===== config.mk =====
export PLATFORM = sky130hd
export DESIGN_NAME = alu_writeback
export DESIGN_NICKNAME = d
export VERILOG_FILES = /design/src/rtl/alu_writeback_pkg.sv /design/src/rtl/alu_writeback_fifo.sv /design/src/rtl/alu_writeback.sv
export SDC_FILE = /design/constraint.sdc
export NUM_CORES = 1
export LEC_CHECK = 0
export CAP_MARGIN = 30
export CORE_UTILIZATION = 49
export CTS_CLUSTER_DIAMETER = 100
export DETAILED_ROUTE_END_ITERATION = 8
export PLACE_DENSITY = 0.9
export SLEW_MARGIN = 20
export SYNTH_ARGS = -nofsm -noshare
export SYNTH_HDL_FRONTEND = slang
export SYNTH_HIERARCHICAL = 1
export SYNTH_SLANG_ARGS = --single-unit

===== constraint.sdc =====
create_clock -name clk -period 4.3 [get_ports clk]
set_input_delay 0.43 -clock clk [delete_from_list [all_inputs] [get_ports clk]]
set_output_delay 0.43 -clock clk [all_outputs]
set_load 0.05 [all_outputs]

===== src/rtl/alu_writeback_pkg.sv =====
// alu_writeback_pkg: shared constants for the ALU writeback stage.
//   PC_IDX           register index that redirects to a PC load
//   FLAG_N/Z/C       bit positions in the packed 3-bit flags bus fed to ALU units
//   WB_DEPTH         default writeback queue depth (2 or 4)
package alu_writeback_pkg;
  localparam int PC_IDX   = 15;
  localparam int FLAG_N   = 2;
  localparam int FLAG_Z   = 1;
  localparam int FLAG_C   = 0;
  localparam int WB_DEPTH = 2;
endpackage


===== src/rtl/alu_writeback_fifo.sv =====
// wb_fifo: in-order DEPTH x {rd, data} writeback queue.
//   clk, rst            clock, synchronous active-low reset
//   i_push/i_rd/i_data  enqueue at tail (caller guarantees not full)
//   i_pop               dequeue head (caller guarantees not empty)
//   o_head_rd/o_head_data  head entry
//   o_count             occupancy
//   o_vld/o_rd          per-entry valid and rd, for the hazard compare
module wb_fifo #(
  parameter int DEPTH  = 2,
  parameter int REG_AW = 4,
  parameter int DATA_W = 32,
  localparam int PW    = $clog2(DEPTH),
  localparam int CW    = PW + 1
) (
  input  logic                              clk,
  input  logic                              rst,
  input  logic                              i_push,
  input  logic [REG_AW-1:0]                 i_rd,
  input  logic [DATA_W-1:0]                 i_data,
  input  logic                              i_pop,
  output logic [REG_AW-1:0]                 o_head_rd,
  output logic [DATA_W-1:0]                 o_head_data,
  output logic [CW-1:0]                     o_count,
  output logic [DEPTH-1:0]                  o_vld,
  output logic [DEPTH-1:0][REG_AW-1:0]      o_rd
);
  logic [DEPTH-1:0][REG_AW-1:0] r_rd;
  logic [DEPTH-1:0][DATA_W-1:0] r_data;
  logic [DEPTH-1:0]             r_vld;
  logic [PW-1:0]                r_wptr, r_rptr;
  logic [CW-1:0]                r_count;

  always_ff @(posedge clk) begin
    if (!rst) begin
      r_vld   <= '0;
      r_wptr  <= '0;
      r_rptr  <= '0;
      r_count <= '0;
    end else begin
      // Pop clears before push sets; pointers wrap naturally (DEPTH is 2^PW).
      if (i_pop) begin
        r_vld[r_rptr] <= 1'b0;
        r_rptr        <= r_rptr + 1'b1;
      end
      if (i_push) begin
        r_rd[r_wptr]   <= i_rd;
        r_data[r_wptr] <= i_data;
        r_vld[r_wptr]  <= 1'b1;
        r_wptr         <= r_wptr + 1'b1;
      end
      case ({i_push, i_pop})
        2'b10:   r_count <= r_count + 1'b1;
        2'b01:   r_count <= r_count - 1'b1;
        default: r_count <= r_count;
      endcase
    end
  end

  assign o_head_rd   = r_rd[r_rptr];
  assign o_head_data = r_data[r_rptr];
  assign o_count     = r_count;
  assign o_vld       = r_vld;
  assign o_rd        = r_rd;
endmodule


===== src/rtl/alu_writeback.sv =====
// alu_writeback: accepts ALU results, owns the N/Z/C flag register, queues
// register writes and drains them to the register file; R15 writes become a
// one-cycle PC redirect.
//   in_*        ALU result handshake (in_valid/in_ready) and payload
//   rf_*        register-file write port, rf_ack completes a write
//   pc_load/pc_value   PC redirect from a queued R15 write
//   flag_c/z/n  architectural flags
//   hz_addr/hz_pending decode hazard query against queued writes
//   q_count     queue occupancy
module alu_writeback
  import alu_writeback_pkg::*;
#(
  parameter int DATA_W = 32,
  parameter int REG_AW = 4,
  parameter int DEPTH  = WB_DEPTH
) (
  input  logic                     clk,
  input  logic                     rst,
  input  logic                     in_valid,
  output logic                     in_ready,
  input  logic                     in_wr,
  input  logic [REG_AW-1:0]        in_rd,
  input  logic                     in_s,
  input  logic [DATA_W-1:0]        in_result,
  input  logic                     in_c,
  input  logic                     in_z,
  input  logic                     in_n,
  output logic                     rf_we,
  output logic [REG_AW-1:0]        rf_waddr,
  output logic [DATA_W-1:0]        rf_wdata,
  input  logic                     rf_ack,
  output logic                     pc_load,
  output logic [DATA_W-1:0]        pc_value,
  output logic                     flag_c,
  output logic                     flag_z,
  output logic                     flag_n,
  input  logic [REG_AW-1:0]        hz_addr,
  output logic                     hz_pending,
  output logic [$clog2(DEPTH):0]   q_count
);
  localparam int CW = $clog2(DEPTH) + 1;

  logic [2:0]                   r_flags;
  logic [CW-1:0]                w_count;
  logic [REG_AW-1:0]            w_head_rd;
  logic [DATA_W-1:0]            w_head_data;
  logic [DEPTH-1:0]             w_vld;
  logic [DEPTH-1:0][REG_AW-1:0] w_ent_rd;
  logic                         w_full, w_head_vld, w_head_pc;
  logic                         w_accept, w_push, w_pop, w_hz;

  // Full only blocks ops that need a slot; compare ops always pass.
  assign w_full     = (w_count == CW'(DEPTH));
  assign in_ready   = ~w_full | ~in_wr;
  assign w_accept   = in_valid & in_ready;
  assign w_push     = w_accept & in_wr;

  assign w_head_vld = (w_count != '0);
  assign w_head_pc  = w_head_vld & (w_head_rd == REG_AW'(PC_IDX));
  // PC redirects pop unconditionally; RF writes wait for the ack.
  assign w_pop      = (rf_we & rf_ack) | w_head_pc;

  assign rf_we      = w_head_vld & ~w_head_pc;
  assign rf_waddr   = rf_we ? w_head_rd : '0;
  assign rf_wdata   = rf_we ? w_head_data : '0;
  assign pc_load    = w_head_pc;
  assign pc_value   = w_head_pc ? {w_head_data[DATA_W-1:1], 1'b0} : '0;

  wb_fifo #(.DEPTH(DEPTH), .REG_AW(REG_AW), .DATA_W(DATA_W)) u_fifo (
    .clk         (clk),
    .rst         (rst),
    .i_push      (w_push),
    .i_rd        (in_rd),
    .i_data      (in_result),
    .i_pop       (w_pop),
    .o_head_rd   (w_head_rd),
    .o_head_data (w_head_data),
    .o_count     (w_count),
    .o_vld       (w_vld),
    .o_rd        (w_ent_rd)
  );

  // Results arrive in order, so flags can commit at accept time.
  always_ff @(posedge clk) begin
    if (!rst)                 r_flags <= '0;
    else if (w_accept & in_s) begin
      r_flags[FLAG_C] <= in_c;
      r_flags[FLAG_Z] <= in_z;
      r_flags[FLAG_N] <= in_n;
    end
  end

  assign flag_c = r_flags[FLAG_C];
  assign flag_z = r_flags[FLAG_Z];
  assign flag_n = r_flags[FLAG_N];

  // Only registered entries count; the result being accepted now is not yet queued.
  always_comb begin
    w_hz = 1'b0;
    for (int i = 0; i < DEPTH; i++)
      if (w_vld[i] && (w_ent_rd[i] == hz_addr)) w_hz = 1'b1;
  end
  assign hz_pending = w_hz;
  assign q_count    = w_count;
endmodule


==> flow_metrics.env, run 1 <==
export IMPL_clockBufferDepth=2
export IMPL_grt_max_degree=38
export IMPL_internal_power_mw=1.83
export IMPL_io_buffers=124
export IMPL_cts_made_buffers=9
export IMPL_leakage_nw=1.82
export IMPL_combPwrFrac_pct=50.4
export IMPL_wirelength_um=7760
export IMPL_drc_errors=0
export IMPL_max_freq_mhz=315
export IMPL_grt_ovfl_total=0
export IMPL_grt_pass1_vias=2413
export IMPL_vias=2409
export IMPL_ioPinCount=126
export IMPL_worstSetupPathType="flip-flop to output port"
export IMPL_powerDensity_nw_per_um2=583
export IMPL_hold_class="flip-flop to flip-flop"
export IMPL_dp_slack_ns=1.50
export IMPL_tns_ns=0
export IMPL_syn_area_um2=3710
export IMPL_synth_area_per_cell_um2=14.8
export IMPL_die_h_um=89.0
export IMPL_clk_latency_ns=0.34
export IMPL_clk_pin_slew_worst_paths_ns=0.08
export IMPL_tritoncts="done"
export IMPL_crit_buf_inv=1
export IMPL_crit_required_ns=3.87
export IMPL_setup_viol=0
export IMPL_synth_compound_area_share_pct=2.80
export IMPL_ant_nets=0
export IMPL_grt_first_pass_wirelength_um=11600
export IMPL_yosys_area_share_xor_xnor_pct=1.89
export IMPL_viasPerCell=5.02
export IMPL_cap_violations=0
export IMPL_gp_congestion=0.725
export IMPL_tightest_slew_ns=0.907
export IMPL_yosys_area_share_simple_pct=17.4
export IMPL_synthCells=251
export IMPL_cp_top_family="simple AND/OR/NAND/NOR gates"
export IMPL_p_seq_share_pct=30.3
export IMPL_arrival_ns=2.74
export IMPL_antenna_found_initial=0
export IMPL_drt_initial_drc_count=60
export IMPL_ir_drop_mv=0.358
export IMPL_finalWorstSetupSlack_ns=1.13
export IMPL_slowest_delay_ns=0.81
export IMPL_post_drt_wl_per_cell_um=16.2
export IMPL_yosys_area_share_adder_pct=0.337
export IMPL_synth_nets=301
export IMPL_cts_hold_buf=0
export IMPL_synth_top_family_by_area="simple AND/OR/NAND/NOR gates"
export IMPL_cts_sink_count=81
export IMPL_initial_core_util_pct=50.9
export IMPL_muxShareOfSynthArea_pct=10.9
export IMPL_timing_final_crit_share_pct=73.8
export IMPL_relSlewSlack_pct=39.5
export IMPL_hold_viol=0
export IMPL_skew_ns=0.00789
export IMPL_rsz0062_at_grt="no"
export IMPL_cts_root_buf="clkbuf_8"
export IMPL_layout_common_cells="clkdlybuf4s50_1 (124), edfxtp_1 (72), and2_1 (40), mux2_2 (36), and2_4 (29)"
export IMPL_nets=427
export IMPL_synth_cell_type_count=36
export IMPL_placeableCoreArea_um2=7290
export IMPL_drtPass1Iterations=4
export IMPL_instances_no_fill=480
export IMPL_h_tree_depth=3
export IMPL_critPathCaptureType="output port"
export IMPL_yosysWarnings=6
export IMPL_status="finished, final reports clean"
export IMPL_cts_resized=0
export IMPL_worst_setup_path_start_kind="flip-flop"
export IMPL_layout_drive_gt1_share_pct=23.1
export IMPL_switching_share_pct=40.1
export IMPL_ys_ff_latch=81
export IMPL_p_clk_share_pct=19.3
export IMPL_syn_to_final_growth_pct=40.8
export IMPL_critPathMaxFanout=32
export IMPL_place_inst=465
export IMPL_fin_crit_ns=3.17
export IMPL_grt_usage_pct=19.9
export IMPL_dieArea_um2=7930
export IMPL_die_w_um=89.0
export IMPL_crit_chain="mux2_2 > nand4_4 > nor2_4 > and2_1 > clkdlybuf4s50_1"
export IMPL_maxSlewViolCount=0
export IMPL_diodes=0
export IMPL_dp_hpwl_um=5340
export IMPL_ys_seq_area_share_pct=63.1
export IMPL_row_count=31
export IMPL_switchingPower_mw=1.22
export IMPL_layout_commonest_cell="clkdlybuf4s50_1"
export IMPL_cp_slowest_cell="clkdlybuf4s50_1"
export IMPL_cts_setup_buffers=0
[power groups by stage]
stage	Sequential, mW	Clock [mW]	Combinational, mW
2_1_floorplan	0.962	0	1.12
3_3_place_gp	0.937	0	1.50
3_5_place_dp	0.940	0	1.54
4_1_cts	0.923	0.601	1.55
5_1_grt	0.928	0.630	1.61
6_report	0.923	0.587	1.54
[cells in the mapped netlist]
cell | number | share of area (%)
nand3b_1 | 1 | 0.20
or3_1 | 1 | 0.17
xor2_1 | 5 | 1.2
nor2_1 | 2 | 0.20
a21boi_0 | 2 | 0.40
inv_1 | 6 | 0.61
dfxtp_1 | 9 | 4.9
a222oi_1 | 1 | 0.27
mux2_2 | 36 | 11
a22oi_1 | 1 | 0.20
o21ai_1 | 1 | 0.13
nor2b_1 | 1 | 0.17
nand3_1 | 3 | 0.40
o21a_4 | 1 | 0.40
nor3_1 | 1 | 0.13
and3_4 | 1 | 0.30
ha_1 | 1 | 0.34
conb_1 | 1 | 0.10
nor4_1 | 1 | 0.17
nor2_4 | 1 | 0.30
and2_1 | 40 | 6.7
o21ai_0 | 5 | 0.67
edfxtp_1 | 72 | 58
and2_4 | 29 | 6.8
a21o_1 | 1 | 0.20
buf_2 | 2 | 0.27
o22ai_1 | 1 | 0.17
nand2_1 | 7 | 0.71
nand2b_1 | 1 | 0.17
and3_1 | 2 | 0.34
buf_4 | 2 | 0.40
nand4_4 | 1 | 0.57
buf_6 | 7 | 2.1
xnor2_1 | 3 | 0.71
a21oi_1 | 1 | 0.13
a21boi_1 | 1 | 0.20
[worst paths after layout]
| check | startpoint | endpoint | slack (ns) | depth (start not counted) |
|---|---|---|---|---|
| setup / recovery | u_fifo/r_rptr$_SDFFE_PN0P_ | pc_value[10] | 1.13 | 5 |
| hold / removal | r_flags[0]$_SDFFE_PN0P_ | r_flags[0]$_SDFFE_PN0P_ | 0.48 | 2 |
| setup reg to reg | u_fifo/o_count[0]$_SDFFE_PN0P_ | u_fifo/r_data[49]$_DFFE_PP_ | 2.15 | 3 |
| hold reg to reg | r_flags[0]$_SDFFE_PN0P_ | r_flags[0]$_SDFFE_PN0P_ | 0.48 | 2 |
[metrics by stage]
step / util, % / power [mW] / instance area, µm² / hold WS [ns]
5_1_grt: 71.7 / 3.17 / 5230 / 0.503
3_3_place_gp: 68.4 / 2.44 / 4990 / 0.448
6_report: 71.7 / 3.05 / 5230 / 0.478
3_5_place_dp: 68.8 / 2.48 / 5020 / 0.473
4_1_cts: 71.7 / 3.07 / 5230 / 0.482
2_1_floorplan: - / 2.08 / 3710 / 0.460
[flip-flops by register name, summed over array words and instances (netlist names)]
| signal | cells |
|---|---|
| u_fifo/o_count | 2 |
| u_fifo/r_data | 64 |
| u_fifo/o_vld | 2 |
| r_flags | 3 |
| u_fifo/r_rptr | 1 |
| u_fifo/o_rd | 8 |
| u_fifo/r_wptr | 1 |
[area by class of cell]
cell class	count	area (µm²)
Clock buffer	10	128
Clock inverter	5	81.3
Fill cell	518	2070
Inverter	6	22.5
Multi-Input combinational cell	153	1250
Sequential cell	81	2340
Tap cell	99	124
Timing Repair Buffer	126	1280
[cells by family after synthesis]
kind of cell	count (synthesis)
buffers and inverters	17
xor gates and xnor gates	8
other	1
muxes	36
DFF	81
adders and majority gates	1
and+or+nand+nor	92
AOI/OAI and AO/OA	15
[layer usage]
metal	part of all wire [%]	global-route usage (%)
met1	40	23.3
met2	53	35.9
met3	5.5	4.34
met4	1.1	7.65
met5	0	0
[worst reg2reg max path, cell delays in order, from the launching register on]
cell,delay (ns)
dfxtp_1,0.47
nand3b_1,0.19
and3_1,0.28
and3_2,0.83
No activity file was read; power rests on OpenSTA's default activity.
==> inputs of run 2 (changes only) <==
CORE_UTILIZATION = 46   (was 49)
PLACE_DENSITY = 0.86   (was 0.9)
clock period = 3.05 ns   (was 4.3 ns; I/O delays follow)
==> flow_metrics.env, run 2 (same netlist as run 1, synthesis figures left out) <==
export IMPL_rsz0062_at_grt="no"
export IMPL_die_h_um=91.8
export IMPL_fin_crit_ns=2.74
export IMPL_seq_area_um2=2340
export IMPL_wirelength_um=7970
export IMPL_cts_made_buffers=9
export IMPL_ant_nets=0
export IMPL_crit_path_end="pc_value[31]"
export IMPL_cts_sink_count=81
export IMPL_reg2regPathDepth=6
export IMPL_slowest_delay_ns=0.64
export IMPL_drtPass1Iterations=5
export IMPL_cts_setup_buffers=0
export IMPL_setup_viol=0
export IMPL_leakage_nw=2.15
export IMPL_r2r_end="u_fifo/o_count[1]$_SDFFE_PN0P_"
export IMPL_powerDensity_nw_per_um2=807
export IMPL_vias=2403
export IMPL_tightest_slew_ns=0.687
export IMPL_syn_to_final_growth_pct=58.9
export IMPL_viasPerCell=4.98
export IMPL_maxSlewViolCount=0
export IMPL_layout_commonest_cell="edfxtp_1"
export IMPL_hold_viol=0
export IMPL_gp_congestion=0.711
export IMPL_clk_pin_slew_worst_paths_ns=0.07
export IMPL_h_tree_depth=3
export IMPL_cap_violations=0
export IMPL_hold_class="flip-flop to flip-flop"
export IMPL_cts_root_buf="clkbuf_8"
export IMPL_cts_resized=0
export IMPL_cts_hold_buf=0
export IMPL_critPathCaptureType="output port"
export IMPL_instances_no_fill=483
export IMPL_nets=428
export IMPL_crit_chain="mux2_2 > nand4_4 > nor2_4 > and2_1 > buf_12"
export IMPL_worstSetupPathType="flip-flop to output port"
export IMPL_multi_input_area_um2=1250
export IMPL_clockBufferDepth=2
export IMPL_grt_max_degree=38
export IMPL_tritoncts="done"
export IMPL_antenna_found_initial=0
export IMPL_layout_drive_gt1_share_pct=41.2
export IMPL_place_inst=469
export IMPL_grt_pass1_vias=2614
export IMPL_dieArea_um2=8430
export IMPL_timing_final_crit_share_pct=89.9
export IMPL_diodes=0
export IMPL_cp_slowest_cell="dfxtp_2"
export IMPL_skew_ns=0.00812
export IMPL_tns_ns=0
export IMPL_hold_path_depth=2
export IMPL_die_w_um=91.8
export IMPL_largest_reg_flops=64
export IMPL_placeableCoreArea_um2=7770
export IMPL_ioPinCount=126
export IMPL_io_buffers=124
export IMPL_reg2reg_from="u_fifo/r_rptr$_SDFFE_PN0P_"
export IMPL_dp_hpwl_um=5970
export IMPL_crit_path_start="u_fifo/r_rptr$_SDFFE_PN0P_"
export IMPL_row_count=32
export IMPL_worst_r2r_setup_slack_ns=0.69
export IMPL_crit_required_ns=2.74
export IMPL_drc_errors=0
export IMPL_fillCellCount=463
export IMPL_ir_drop_mv=0.471
export IMPL_relSlewSlack_pct=54.1
export IMPL_layout_common_cells="edfxtp_1 (72), buf_12 (71), clkdlybuf4s50_1 (55), and2_1 (40), mux2_2 (36)"
export IMPL_critPathMaxFanout=32
export IMPL_grt_first_pass_wirelength_um=12400
export IMPL_grt_usage_pct=19.7
export IMPL_post_drt_wl_per_cell_um=16.5
export IMPL_grt_ovfl_total=0
export IMPL_drt_initial_drc_count=66
export IMPL_initial_core_util_pct=47.8
export IMPL_arrival_ns=2.44
export IMPL_regMostFlops="u_fifo/r_data"
export IMPL_worst_setup_path_start_kind="flip-flop"
export IMPL_clk_latency_ns=0.33
export IMPL_max_freq_mhz=365
export IMPL_status="finished, final reports clean"
run 2: cell type report:
class,instances,area share [%]
tap,102,2.16
inverter,6,0.382
clock inverter,5,0.827
clock buffer,9,2.10
multi-input combinational,153,21.2
sequential,81,39.7
timing repair buffer,127,33.6
run 2: metrics by stage:
stage	setup WS (ns)	power (mW)	utilization (%)	instance area [µm²]	hold slack, ns
finish	0.307	4.76	75.9	5900	0.468
global route	0.104	4.93	75.9	5900	0.495
CTS	0.210	4.80	75.9	5900	0.469
detailed placement	0.588	4.11	73.7	5720	0.458
global placement	0.645	4.05	73.7	5720	0.448
floorplan	0.0811	2.94	-	3710	0.404
run 2: worst min path at each step:
stage / startpoint / endpoint
after detailed placement: r_flags[2]$_SDFFE_PN0P_ / r_flags[2]$_SDFFE_PN0P_
final: r_flags[2]$_SDFFE_PN0P_ / r_flags[2]$_SDFFE_PN0P_
after CTS: r_flags[2]$_SDFFE_PN0P_ / r_flags[2]$_SDFFE_PN0P_
after floorplan: in_rd[0] / u_fifo/o_rd[0]$_DFFE_PP_
after global placement: r_flags[1]$_SDFFE_PN0P_ / r_flags[1]$_SDFFE_PN0P_
after global routing: r_flags[0]$_SDFFE_PN0P_ / r_flags[0]$_SDFFE_PN0P_
run 2: routing by layer:
| layer | vias up | global-route usage [%] | wire [µm] |
|---|---|---|---|
| met5 | - | 0 | 0 |
| met4 | 0 | 7.42 | 133 |
| met3 | 13 | 4.89 | 434 |
| met2 | 92 | 37.9 | 4510 |
| met1 | 1159 | 20.3 | 2890 |
| li1 | 1139 | - | - |
run 2: where the power goes:
| part | total (mW) | switching [mW] | internal (mW) | leakage, nW |
|---|---|---|---|---|
| sequential | 1.33 | 0.0710 | 1.26 | 0.728 |
| combinational | 2.73 | 1.41 | 1.32 | 1.33 |
| clock | 0.698 | 0.336 | 0.362 | 0.0921 |
| total | 4.76 | 1.81 | 2.95 | 2.15 |
run 2: critical path, delay by kind of cell (launching register included):
family	cells	cell delay (ns)
buffers and inverters	1	0.15
DFF	1	0.64
muxes	1	0.29
and+or+nand+nor	3	1.00
==> inputs of run 3 (changes only) <==
clock period = 3.1 ns   (was 3.05 ns; I/O delays follow)
==> flow_metrics.env, run 3 (same netlist as run 1, synthesis figures left out) <==
export IMPL_worst_r2r_setup_slack_ns=0.77
export IMPL_io_buffers=124
export IMPL_cts_hold_buf=0
export IMPL_fin_util_pct=76.7
export IMPL_clk_latency_ns=0.33
export IMPL_diodes=0
export IMPL_status="finished, final reports clean"
export IMPL_grt_pass1_vias=2730
export IMPL_cts_resized=0
export IMPL_tightest_slew_ns=0.733
export IMPL_placeableCoreArea_um2=7770
export IMPL_arrival_ns=2.48
export IMPL_rsz0062_at_grt="no"
export IMPL_crit_required_ns=2.79
export IMPL_critPathCaptureType="output port"
export IMPL_tritoncts="done"
export IMPL_fillCellCount=489
export IMPL_reg2reg_from="u_fifo/r_rptr$_SDFFE_PN0P_"
export IMPL_layout_commonest_cell="edfxtp_1"
export IMPL_maxSlewViolCount=0
export IMPL_die_h_um=91.8
export IMPL_ioPinCount=126
export IMPL_skew_ns=0.00986
export IMPL_crit_path_start="u_fifo/r_rptr$_SDFFE_PN0P_"
export IMPL_grt_first_pass_wirelength_um=13000
export IMPL_relSlewSlack_pct=51.0
export IMPL_cts_setup_buffers=0
export IMPL_grt_max_degree=38
export IMPL_row_count=32
export IMPL_gp_congestion=0.711
export IMPL_max_freq_mhz=358
export IMPL_grt_usage_pct=20.8
export IMPL_h_tree_depth=3
export IMPL_dieArea_um2=8430
export IMPL_cap_violations=0
export IMPL_crit_path_end="pc_value[30]"
export IMPL_wirelength_um=8350
export IMPL_whs_ns=0.470
export IMPL_post_drt_wl_per_cell_um=17.3
export IMPL_die_w_um=91.8
export IMPL_dp_hpwl_um=6170
export IMPL_postLayoutCellArea_um2=5960
export IMPL_leakage_nw=2.16
export IMPL_viasPerCell=4.99
export IMPL_worstSetupPathType="flip-flop to output port"
export IMPL_ir_drop_mv=0.467
export IMPL_antenna_found_initial=0
export IMPL_worst_setup_path_start_kind="flip-flop"
export IMPL_layout_drive_gt1_share_pct=41.4
export IMPL_clockBufferDepth=2
export IMPL_drt_initial_drc_count=65
export IMPL_timing_final_crit_share_pct=90.0
export IMPL_r2r_end="u_fifo/o_count[1]$_SDFFE_PN0P_"
export IMPL_tns_ns=0
export IMPL_powerDensity_nw_per_um2=820
export IMPL_critPathMaxFanout=32
export IMPL_grt_ovfl_total=0
export IMPL_seq_area_um2=2340
export IMPL_drc_errors=0
export IMPL_largest_reg_flops=64
export IMPL_ant_nets=0
export IMPL_setup_viol=0
export IMPL_clk_pin_slew_worst_paths_ns=0.08
export IMPL_cts_sink_count=81
export IMPL_syn_to_final_growth_pct=60.5
export IMPL_layout_common_cells="edfxtp_1 (72), buf_12 (71), clkdlybuf4s50_1 (55), and2_1 (40), mux2_2 (36)"
export IMPL_place_area_um2=5720
export IMPL_initial_core_util_pct=47.8
export IMPL_drtPass1Iterations=4
export IMPL_reg2regPathDepth=6
export IMPL_nets=428
export IMPL_cts_root_buf="clkbuf_8"
export IMPL_design_power_total_mw=4.88
export IMPL_cts_made_buffers=9
export IMPL_regMostFlops="u_fifo/r_data"
export IMPL_hold_class="flip-flop to flip-flop"
export IMPL_vias=2415
export IMPL_fin_crit_ns=2.79
export IMPL_hold_viol=0
export IMPL_multi_input_area_um2=1250
## run 3: changes by cell type in the layout (fill, tap and decap cells not counted), sizes merged
cell      delta
bufinv       +2
clkbuf       +1
clkinv       -4
clkinvlp     +2
## run 3: area by class of cell
class,instances,area share (%)
Sequential cell,81,39.3
Tap cell,102,2.14
Clock buffer,10,2.14
Clock inverter,5,1.76
Timing Repair Buffer,127,33.2
Inverter,6,0.378
Multi-Input combinational cell,153,21.0
## run 3: layer usage
| metal | global-route usage, % | wire [µm] |
|---|---|---|
| met1 | 21.4 | 3000 |
| met2 | 38.9 | 4690 |
| met3 | 7.13 | 508 |
| met4 | 7.55 | 146 |
| met5 | 0 | 0 |
## run 3: power by group
| group | total, mW | internal [mW] | switching [mW] |
|---|---|---|---|
| Combinational | 2.70 | 1.30 | 1.39 |
| Clock | 0.878 | 0.531 | 0.347 |
| Sequential | 1.31 | 1.24 | 0.0701 |
| Total | 4.88 | 3.07 | 1.81 |
## run 3: stage by stage
stage | std cells | setup slack (ns)
3_5_place_dp | 469 | 0.600
2_1_floorplan | 251 | 0.131
4_1_cts | 484 | 0.228
3_3_place_gp | 469 | 0.685
6_report | 484 | 0.309
5_1_grt | 484 | 0.128
## run 3: worst min-delay path by stage
| stage | depth (start not counted) | startpoint | endpoint | slack, ns |
|---|---|---|---|---|
| global placement | 2 | r_flags[1]$_SDFFE_PN0P_ | r_flags[1]$_SDFFE_PN0P_ | 0.45 |
| finish | 2 | r_flags[2]$_SDFFE_PN0P_ | r_flags[2]$_SDFFE_PN0P_ | 0.47 |
| detailed placement | 2 | r_flags[2]$_SDFFE_PN0P_ | r_flags[2]$_SDFFE_PN0P_ | 0.47 |
| floorplan | 0 | in_rd[0] | u_fifo/o_rd[0]$_DFFE_PP_ | 0.41 |
| global route | 2 | r_flags[2]$_SDFFE_PN0P_ | r_flags[2]$_SDFFE_PN0P_ | 0.51 |
| CTS | 2 | r_flags[2]$_SDFFE_PN0P_ | r_flags[2]$_SDFFE_PN0P_ | 0.48 |
## run 3: worst max-delay path: stages, from the launching register on
cell	delay, ns
dfxtp_2	0.65
mux2_2	0.29
nand4_4	0.14
nor2_4	0.61
and2_1	0.29
buf_12	0.15
